<file path="src/rtl/led_csr_pkg.sv">
// Shared field map and mode encoding for the CSR-driven LED block.
// Every LED uses the same mode, duty and rate layout within the CSR word.
package led_csr_pkg;

    localparam int MODE_W   = 2;
    localparam int DUTY_W   = 4;
    localparam int RATE_W   = 2;
    localparam int MODE_LSB = 0;
    localparam int DUTY_LSB = 8;
    localparam int RATE_LSB = 24;

    // Only bits below the reserved field are captured and shadowed.
    localparam int SHADOW_W = RATE_LSB + RATE_W;
    localparam int STEP_W   = 4;

    localparam logic [MODE_W-1:0] MODE_OFF   = 2'b00;
    localparam logic [MODE_W-1:0] MODE_ON    = 2'b01;
    localparam logic [MODE_W-1:0] MODE_PWM   = 2'b10;
    localparam logic [MODE_W-1:0] MODE_BLINK = 2'b11;

    function automatic logic [RATE_W-1:0] rate_of(input logic [SHADOW_W-1:0] word);
        return word[RATE_LSB +: RATE_W];
    endfunction

endpackage

</file>
<file path="src/rtl/led_csr_pwm_timebase.sv">
// PWM timebase: a prescaler feeding a 16-step counter.
// It produces a tick per step and a wrap on the last tick of each period.
module pwm_timebase
    import led_csr_pkg::*;
#(
    parameter int PWM_PRESCALE = 326
) (
    input  logic              clk,
    input  logic              rst_n,
    output logic [STEP_W-1:0] step,
    output logic              tick,
    output logic              wrap
);

    localparam int PRE_W = $clog2(PWM_PRESCALE + 1);
    localparam logic [PRE_W-1:0] PRE_LAST = PRE_W'(PWM_PRESCALE - 1);

    logic [PRE_W-1:0]  pre_cnt_reg;
    logic [STEP_W-1:0] step_reg;

    always_ff @(posedge clk or negedge rst_n) begin
        if (!rst_n) begin
            pre_cnt_reg <= '0;
            step_reg    <= '0;
        end else if (tick) begin
            pre_cnt_reg <= '0;
            step_reg    <= step_reg + 1'b1;
        end else begin
            pre_cnt_reg <= pre_cnt_reg + 1'b1;
        end
    end

    assign tick = (pre_cnt_reg == PRE_LAST);
    assign wrap = tick && (step_reg == {STEP_W{1'b1}});
    assign step = step_reg;

endmodule

</file>
<file path="src/rtl/led_csr_driver.sv">
// Drives LEDs from a CPU CSR word as off, on, PWM-dimmed or blinking.
// Settings pass through a shadow register that only loads at PWM period start.
module led_csr_driver
    import led_csr_pkg::*;
#(
    parameter int NUM_LEDS      = 4,
    parameter int PWM_PRESCALE  = 326,
    parameter int BLINK_PERIODS = 64
) (
    input  logic                clk,
    input  logic                rst_n,
    input  logic [31:0]         csr,
    output logic [NUM_LEDS-1:0] leds,
    output logic                pwm_sync
);

    localparam int BLINK_W = $clog2((BLINK_PERIODS << 3) + 1);

    logic [SHADOW_W-1:0] csr_q_reg;
    logic [SHADOW_W-1:0] shadow_reg;
    logic [BLINK_W-1:0]  blink_cnt_reg;
    logic                phase_reg;
    logic                pwm_sync_reg;
    logic [NUM_LEDS-1:0] leds_reg;
    logic [NUM_LEDS-1:0] led_next;

    logic [STEP_W-1:0]   step;
    logic                tick;
    logic                wrap;
    logic [RATE_W-1:0]   rate_cur;
    logic [RATE_W-1:0]   rate_new;
    logic [BLINK_W-1:0]  half_last;
    logic                blink_last;

    // Reserved CSR bits are deliberately dropped.
    logic unused_reserved;
    assign unused_reserved = ^{csr[31:SHADOW_W], tick};

    pwm_timebase #(
        .PWM_PRESCALE(PWM_PRESCALE)
    ) u_timebase (
        .clk  (clk),
        .rst_n(rst_n),
        .step (step),
        .tick (tick),
        .wrap (wrap)
    );

    assign rate_cur   = rate_of(shadow_reg);
    assign rate_new   = rate_of(csr_q_reg);
    assign half_last  = BLINK_W'((BLINK_PERIODS << rate_cur) - 1);
    assign blink_last = (blink_cnt_reg == half_last);

    always_ff @(posedge clk or negedge rst_n) begin
        if (!rst_n) begin
            csr_q_reg     <= '0;
            shadow_reg    <= '0;
            blink_cnt_reg <= '0;
            phase_reg     <= 1'b0;
            pwm_sync_reg  <= 1'b0;
        end else begin
            csr_q_reg    <= csr[SHADOW_W-1:0];
            pwm_sync_reg <= wrap;
            if (wrap) begin
                shadow_reg <= csr_q_reg;
                // A new blink rate restarts the cycle lit so the change is visible at once.
                if (rate_new != rate_cur) begin
                    blink_cnt_reg <= '0;
                    phase_reg     <= 1'b1;
                end else if (blink_last) begin
                    blink_cnt_reg <= '0;
                    phase_reg     <= ~phase_reg;
                end else begin
                    blink_cnt_reg <= blink_cnt_reg + 1'b1;
                end
            end
        end
    end

    genvar gi;
    generate
        for (gi = 0; gi < NUM_LEDS; gi++) begin : g_led
            logic [MODE_W-1:0] mode;
            logic [DUTY_W-1:0] duty;
            logic              pwm_on;

            assign mode   = shadow_reg[MODE_LSB + MODE_W*gi +: MODE_W];
            assign duty   = shadow_reg[DUTY_LSB + DUTY_W*gi +: DUTY_W];
            assign pwm_on = (step < duty);

            assign led_next[gi] = (mode == MODE_ON)
                                | ((mode == MODE_PWM)   & pwm_on)
                                | ((mode == MODE_BLINK) & pwm_on & phase_reg);
        end
    endgenerate

    always_ff @(posedge clk or negedge rst_n) begin
        if (!rst_n) begin
            leds_reg <= '0;
        end else begin
            leds_reg <= led_next;
        end
    end

    assign leds     = leds_reg;
    assign pwm_sync = pwm_sync_reg;

endmodule

</file>
<file path="config.mk">
export PLATFORM = sky130hd
export DESIGN_NAME = led_csr_driver
export DESIGN_NICKNAME = d
export VERILOG_FILES = /design/src/rtl/led_csr_pkg.sv /design/src/rtl/led_csr_pwm_timebase.sv /design/src/rtl/led_csr_driver.sv
export SDC_FILE = /design/constraint.sdc
export NUM_CORES = 1
export LEC_CHECK = 0
export CELL_PAD_IN_SITES_DETAIL_PLACEMENT = 0
export CELL_PAD_IN_SITES_GLOBAL_PLACEMENT = 1
export CORE_MARGIN = 4
export CORE_UTILIZATION = 50
export CTS_CLUSTER_DIAMETER = 80
export DETAILED_ROUTE_END_ITERATION = 10
export DONT_BUFFER_PORTS = 1
export MAX_ROUTING_LAYER = met4
export PLACE_DENSITY = 0.86
export RECOVER_POWER = 50
export REMOVE_ABC_BUFFERS = 1
export SETUP_SLACK_MARGIN = 0.2
export SYNTH_ARGS = -nofsm -noshare
export SYNTH_HDL_FRONTEND = slang
export SYNTH_HIERARCHICAL = 1
export SYNTH_SLANG_ARGS = --single-unit
</file>
<file path="constraint.sdc">
create_clock -name clk -period 3.1 [get_ports clk]
set_input_delay 0.31 -clock clk [delete_from_list [all_inputs] [get_ports clk]]
set_output_delay 0.31 -clock clk [all_outputs]
set_load 0.1 [all_outputs]
</file>
==> flow_summary.yaml <==
sta:
  finalCritPeriodShare_pct: 78.83
  max_freq_ghz: 0.4092
  worst_pin_slew_ns: 1.899
  timing.setup.tns_ns: 0
  finalMaxSlewViolations: 82
  fin_crit_ns: 2.444
  slew_headroom_pct: -26.62
  rsz0062_at_grt: "no"
  fin_skew_ns: 0.007045
  setup_violations: 0
  final_hold_viol_count: 0
grt:
  grt_pass1_wl_um: 9556
  grt_pass1_vias: 2087
  grt_util_met1_pct: 20.01
  grt.overflow.total: 0
  antenna_found_initial: 0
  busiest_layer: "met2"
  use_met2_pct: 25.47
  grtUsageTotal_pct: 16.41
  grt_util_met3_pct: 4.653
  grt_max_degree: 82
clocking:
  htreeDepth: 3
  cts_buffer_depth: 2
  insertion_delay_ns: 0.35
  cts.repair.resized: 0
  cts_tree: "built"
  cts_made_buffers: 9
  clkSinkCount: 81
  cts_setup_buffers: 0
  clk_transition_reported_paths_ns: 0.08
  cts_root_buffer: "clkbuf_8"
floorplan:
  die_area_um2: 8025
  die_height_um: 89.59
  initial_core_util_pct: 51.82
  io_pins: 39
  core_area_um2: 6422
  rows: 29
  fp.dieW_um: 89.59
status:
  violations: "max-capacitance violations, max-slew violations"
  status: "finished with violations"
synth:
  yosysWarningCount: 6
  synth-seq-cells: 81
  synth_cells: 264
  yosysSeqAreaShare_pct: 60.90
  synthDistinctLibCells: 37
  avgSynthCellArea_um2: 12.61
  synth_area_um2: 3328
cells_and_area:
  layout_commonest_cell: "dfrtp_1"
  nNetsFinal: 348
  drive_gt1_share_pct: 14.52
  multi_input_area_um2: 1200
  mostFrequentLayoutCells: "dfrtp_1, dlygate4sd3_1, o21ai_0, nand2_1"
  seqCellArea_um2: 2027
  area_delta_synth_final_pct: 17.22
  fin_area_um2: 3901
  n_fill_cell: 527
  antenna_cells: 0
worst_setup_path:
  crit_required_ns: 3.35
  worst_setup_path_end_kind: "flip-flop"
  cp.arrival_ns: 2.69
  path_max_fanout: 11
  startpoint_type: "flip-flop"
  startpoint: "u_timebase/pre_cnt_reg[4]"
  path_class: "reg -> reg"
  r2r_start: "u_timebase/pre_cnt_reg[4]"
power_and_ir_drop:
  p_sw_share_pct: 20.66
  powerDensity_nw_per_um2: 508.6
  comb_power_share_pct: 2.4
  leakage_nw: 1.816
  ir_drop_mv: 0.3561
  p_int_mw: 1.574
  p_switching_mw: 0.4099
  clkPwrFrac_pct: 43.2
  power_mw: 1.984
  power_frac_seq_pct: 54.3
placed_design:
  place_hpwl_um: 3485
  portBuffers: 0
  place_area_um2: 3398
  gp_congestion: 0.7775
detailed_routing:
  first_pass_iters: 4
  post-route-drc-count: 0
  drt-wirelength-per-cell_um: 14.33
  avgViaCountPerCell: 5.213
  postRouteAntennaNets: 0
  vias: 1981
  wirelength_um: 5445
  drt_iter0_markers: 88
min_path:
  hp-start: "csr_q_reg[19]"
  hold_class: "reg -> reg"
run:
  cap_violations: 1
[critical path, cell delays in order (launching register included)]
cell     delay [ns]
dfrtp_1        0.44
nor4b_2        0.33
and3_2         0.23
and3_1         0.19
and3_1         0.20
buf_4          0.18
inv_1          0.10
nor3_1         0.36
nand2_1        0.10
o22a_2         0.20
[power groups by stage]
stage	Sequential [mW]	Combinational, mW	Clock [mW]
floorplan	1.10	0.00166	0
global placement	1.10	0.00197	0
detailed placement	1.10	0.00200	0
CTS	1.08	0.0538	0.880
global route	1.08	0.0558	0.923
finish	1.08	0.0485	0.858
[per-stage QoR]
step	std cells	worst slack, ns	util [%]	hold slack (ns)
after floorplan	257	0.1345	-	0.01441
final	380	0.6563	60.74	0.4593
after global routing	380	0.4999	60.74	0.4911
after detailed placement	336	0.7115	52.91	0.01792
after CTS	380	0.6663	61.09	0.4659
after global placement	336	0.7405	52.91	0.01801
[final cells by class]
type / instances / share of cell area, %
Inverter: 16 / 1.539
Timing Repair Buffer: 30 / 7.441
Sequential cell: 81 / 51.96
Multi-Input combinational cell: 160 / 30.76
Clock inverter: 6 / 2.309
Tap cell: 77 / 2.470
Clock buffer: 10 / 3.528
[cell families (layout without fill, tap and decap cells)]
| logic type | Yosys count | count (layout) | synth area share (%) |
|---|---|---|---|
| flops | 81 | 81 | 60.90 |
| fa+ha+maj | 16 | 16 | 6.015 |
| simple gates | 66 | 66 | 10.98 |
| xor+xnor | 18 | 18 | 4.963 |
| mux | 16 | 16 | 5.413 |
| compound gates | 44 | 44 | 8.684 |
| buf+inv | 23 | 62 | 3.045 |
[routing by layer]
metal / wire length, um / vias to the layer above
li1: - / 975
met1: 2504 / 960
met2: 2600 / 36
met3: 226 / 10
met4: 114 / 0
met5: 0 / -
[timing repair]
action | in CTS | in global routing
hold buffers | 28 | 0
setup endpoints to repair | 0 | 0
hold endpoints to repair | 107 | 0
[cells in the mapped netlist]
library cell   n  area [um^2]
nand4b_1       1        8.760
or3_1          2        12.51
xnor2_2        1        16.27
and4_1         2        17.52
nor4b_2        1        15.01
inv_1         16        60.06
a21o_1         8        60.06
nor3_1         2        10.01
a32o_1         1        10.01
ha_1          16        200.2
nand4_1        2        12.51
nand3_1        5        25.02
o31ai_1        1        7.510
nor2b_1        6        37.54
or4_1          1        7.510
a22o_1         1        8.760
buf_6          2        22.52
o31ai_4        1        21.27
a22o_2         1        10.01
a21oi_1        2        10.01
nand2b_1       4        25.02
or3b_4         1        11.26
o311a_2        1        11.26
and3_1         5        31.28
nand4_4        1        21.27
xor2_1         8        70.07
a31oi_1        4        25.02
and3_2         1        7.510
o22a_2         1        10.01
o21ai_0       23        115.1
clkbuf_1       5        18.77
mux2_2        16        180.2
nand2_1       19        71.32
dfrtp_1       81         2027
nor4_1         1        6.260
xnor2_1        9        78.83
nor2_1        12        45.04
[path summary, 6_finish.rpt]
| check | endpoint | slack (ns) | depth (start not counted) |
|---|---|---|---|
| worst min-delay path | shadow_reg[19] | 0.46 | 2 |
| worst min register to register | shadow_reg[19] | 0.46 | 2 |
| min in group asynchronous | shadow_reg[5] | 1.04 | 2 |
| worst max register to register | phase_reg | 0.66 | 9 |
| max in group asynchronous | shadow_reg[6] | 0.95 | 2 |
| worst max-delay path | phase_reg | 0.66 | 9 |
Power figures use the tool's default switching activity.
==> edit: new RTL, config.mk and constraints unchanged <==
Register the input `csr` before use, without a reset. The logic sees it one clock later.
--- a/src/rtl/led_csr_driver.sv
+++ b/src/rtl/led_csr_driver.sv
@@ -15,6 +15,12 @@
 );
 
     localparam int BLINK_W = $clog2((BLINK_PERIODS << 3) + 1);
+
+    logic [31:0] csr_q;
+
+    always_ff @(posedge clk) begin
+        csr_q <= csr;
+    end
 
     logic [SHADOW_W-1:0] csr_q_reg;
     logic [SHADOW_W-1:0] shadow_reg;
@@ -34,7 +40,7 @@
 
     // Reserved CSR bits are deliberately dropped.
     logic unused_reserved;
-    assign unused_reserved = ^{csr[31:SHADOW_W], tick};
+    assign unused_reserved = ^{csr_q[31:SHADOW_W], tick};
 
     pwm_timebase #(
         .PWM_PRESCALE(PWM_PRESCALE)
@@ -59,7 +65,7 @@
             phase_reg     <= 1'b0;
             pwm_sync_reg  <= 1'b0;
         end else begin
-            csr_q_reg    <= csr[SHADOW_W-1:0];
+            csr_q_reg    <= csr_q[SHADOW_W-1:0];
             pwm_sync_reg <= wrap;
             if (wrap) begin
                 shadow_reg <= csr_q_reg;
Behaviour: same outputs for any inputs over 10 cycles, from zero or initial values and one cycle with rst_n low; that may be too few to reach the edited logic, so the function may still have changed.
==> edit against the original RTL <==
  * The flow still finishes with violations (capacitance limit, slew limit)
  * Critical path depth decreased by 2
  * Worst setup slack lost 270 ps
  * Worst hold slack worse by 130 ps
  * Area after synthesis rose by 16%
  * Cell count rose by 12%
  * Total power rose by 17%
  * Sequential cell count increased by 26
  * Routed wire length rose by 7.4%
  * Cell area up 13%
==> edit: results <==
metrics = {
    "status": {
        "outcome": "finished with violations",
        "violations": "capacitance limit, slew limit",
    },
    "worst_setup_path": {
        "rrSetupSlack_ps": 380,
        "crit_arrival_ps": 3040,
        "timing.rr.end": "phase_reg$_DFFE_PN0P_",
        "cpMaxStageDelayCell": "o41ai_4",
        "r2r_cells": 7,
        "path_max_fanout": 10,
        "slowest_delay_ps": 630,
    },
    "power_and_ir_drop": {
        "ir_drop_mv": 0.459,
        "switching_share_pct": 23.6,
        "comb_power_share_pct": 2.1,
        "power.switching_mw": 0.546,
        "leakagePower_nw": 2.02,
        "pwr-share-clk_pct": 36.0,
    },
    "clock_tree": {
        "clk_latency_ps": 380,
        "cts_resized": 0,
        "clk_path_buf_depth": 2,
        "clk_pin_slew_worst_paths_ps": 110,
    },
    "global_routing": {
        "grt_max_degree": 82,
        "gr-usage-all-layers_pct": 15.7,
        "gr-usage-met3_pct": 3.83,
        "use_met1_pct": 20.7,
        "grt_use_met2_pct": 23.0,
        "grt_pass1_vias": 2247,
        "grt_pass1_wl_um": 10400,
    },
    "detailed_routing": {
        "viasPerCell": 5.03,
        "routed_wl_um": 5850,
        "drt_iter0_markers": 114,
    },
    "job": {
        "maxCapViolCount": 1,
    },
    "synth": {
        "synth_compound_area_share_pct": 7.60,
        "synthMuxAreaShare_pct": 4.68,
        "ys_top_cells_by_count": "81 x dfrtp_1, 26 x dfxtp_1, 23 x o21ai_0, 18 x nand2_1",
        "ys_seq_area_share_pct": 66.2,
        "synth_fa_ha_area_share_pct": 5.20,
        "synth-xor-area-share_pct": 4.29,
        "synth_top_area_share_pct": 52.6,
        "synth_cell_types": 38,
        "yosysWarnings": 6,
        "ys_top_cells_by_area": "dfrtp_1 53%, dfxtp_1 14%, ha_1 5.2%",
        "async_reset_ff_share_pct": 75.7,
    },
    "timing": {
        "drv_slew": 82,
        "holdWs_ps": 331,
        "final.setup_skew_ps": 11.3,
        "relSlewSlack_pct": -30.6,
    },
    "hold_path": {
        "holdPathStages": 0,
        "hold_path_end": "csr_q_reg[14]$_DFF_PN0_",
        "hp-start": "csr_q[14]$_DFF_P_",
    },
    "placement": {
        "place_hpwl_um": 3760,
        "place.gp.congestion": 0.731,
        "dp_slack_ps": 393,
    },
    "cells_and_area": {
        "layout-drive-gt1-share_pct": 12.5,
        "fin_nets": 373,
        "n_antenna_cell": 0,
    },
}
[edit: changes by cell type in the layout (fill, tap and decap cells not counted), moves of 2 or more]
cell and change:
inv_6 +2, dfxtp_1 +26, clkinv_8 +2, bufinv_16 -2
[edit: layer usage]
| metal | routed length (um) | vias up |
|---|---|---|
| met2 | 2750 | 41 |
| met4 | 134 | 0 |
| met5 | 0 | - |
| met3 | 214 | 11 |
| met1 | 2750 | 1043 |
| li1 | - | 1053 |
[edit: worst max-delay path by stage]
stage / endpoint / slack [ps] / depth (start not counted)
floorplan: phase_reg$_DFFE_PN0P_ / 120 / 7
global placement: phase_reg$_DFFE_PN0P_ / 450 / 7
detailed placement: phase_reg$_DFFE_PN0P_ / 390 / 7
CTS: phase_reg$_DFFE_PN0P_ / 380 / 7
global route: phase_reg$_DFFE_PN0P_ / 210 / 7
finish: phase_reg$_DFFE_PN0P_ / 380 / 7
[edit: kinds of logic (layout without fill, tap and decap cells)]
logic type	after synthesis	count (layout)
adder cells (fa/ha/maj)	16	16
buffers and inverters	22	61
flip-flops	107	107
XOR/XNOR	18	18
AO/OA/AOI/OAI	44	44
multiplexers	16	16
AND/OR/NAND/NOR	66	66
[edit: layout make-up]
cell class / instances / area [um^2]
fill: 596 / 2950
sequential: 107 / 2550
multi-input combinational: 160 / 1200
timing repair buffer: 29 / 283
clock buffer: 9 / 124
tap: 99 / 124
clock inverter: 7 / 78.8
inverter: 16 / 60.1
[edit: timing repair]
item	4_1_cts	5_1_grt
hold buffers	28	0
setup buffers	0	0
endpoints found under the hold margin	107	0
[edit: per-stage QoR]
step                      cells  instance area [um^2]
after global routing        427                  4420
after detailed placement    383                  3940
after floorplan             283                  3810
final                       427                  4420
after CTS                   427                  4440
after global placement      383                  3940
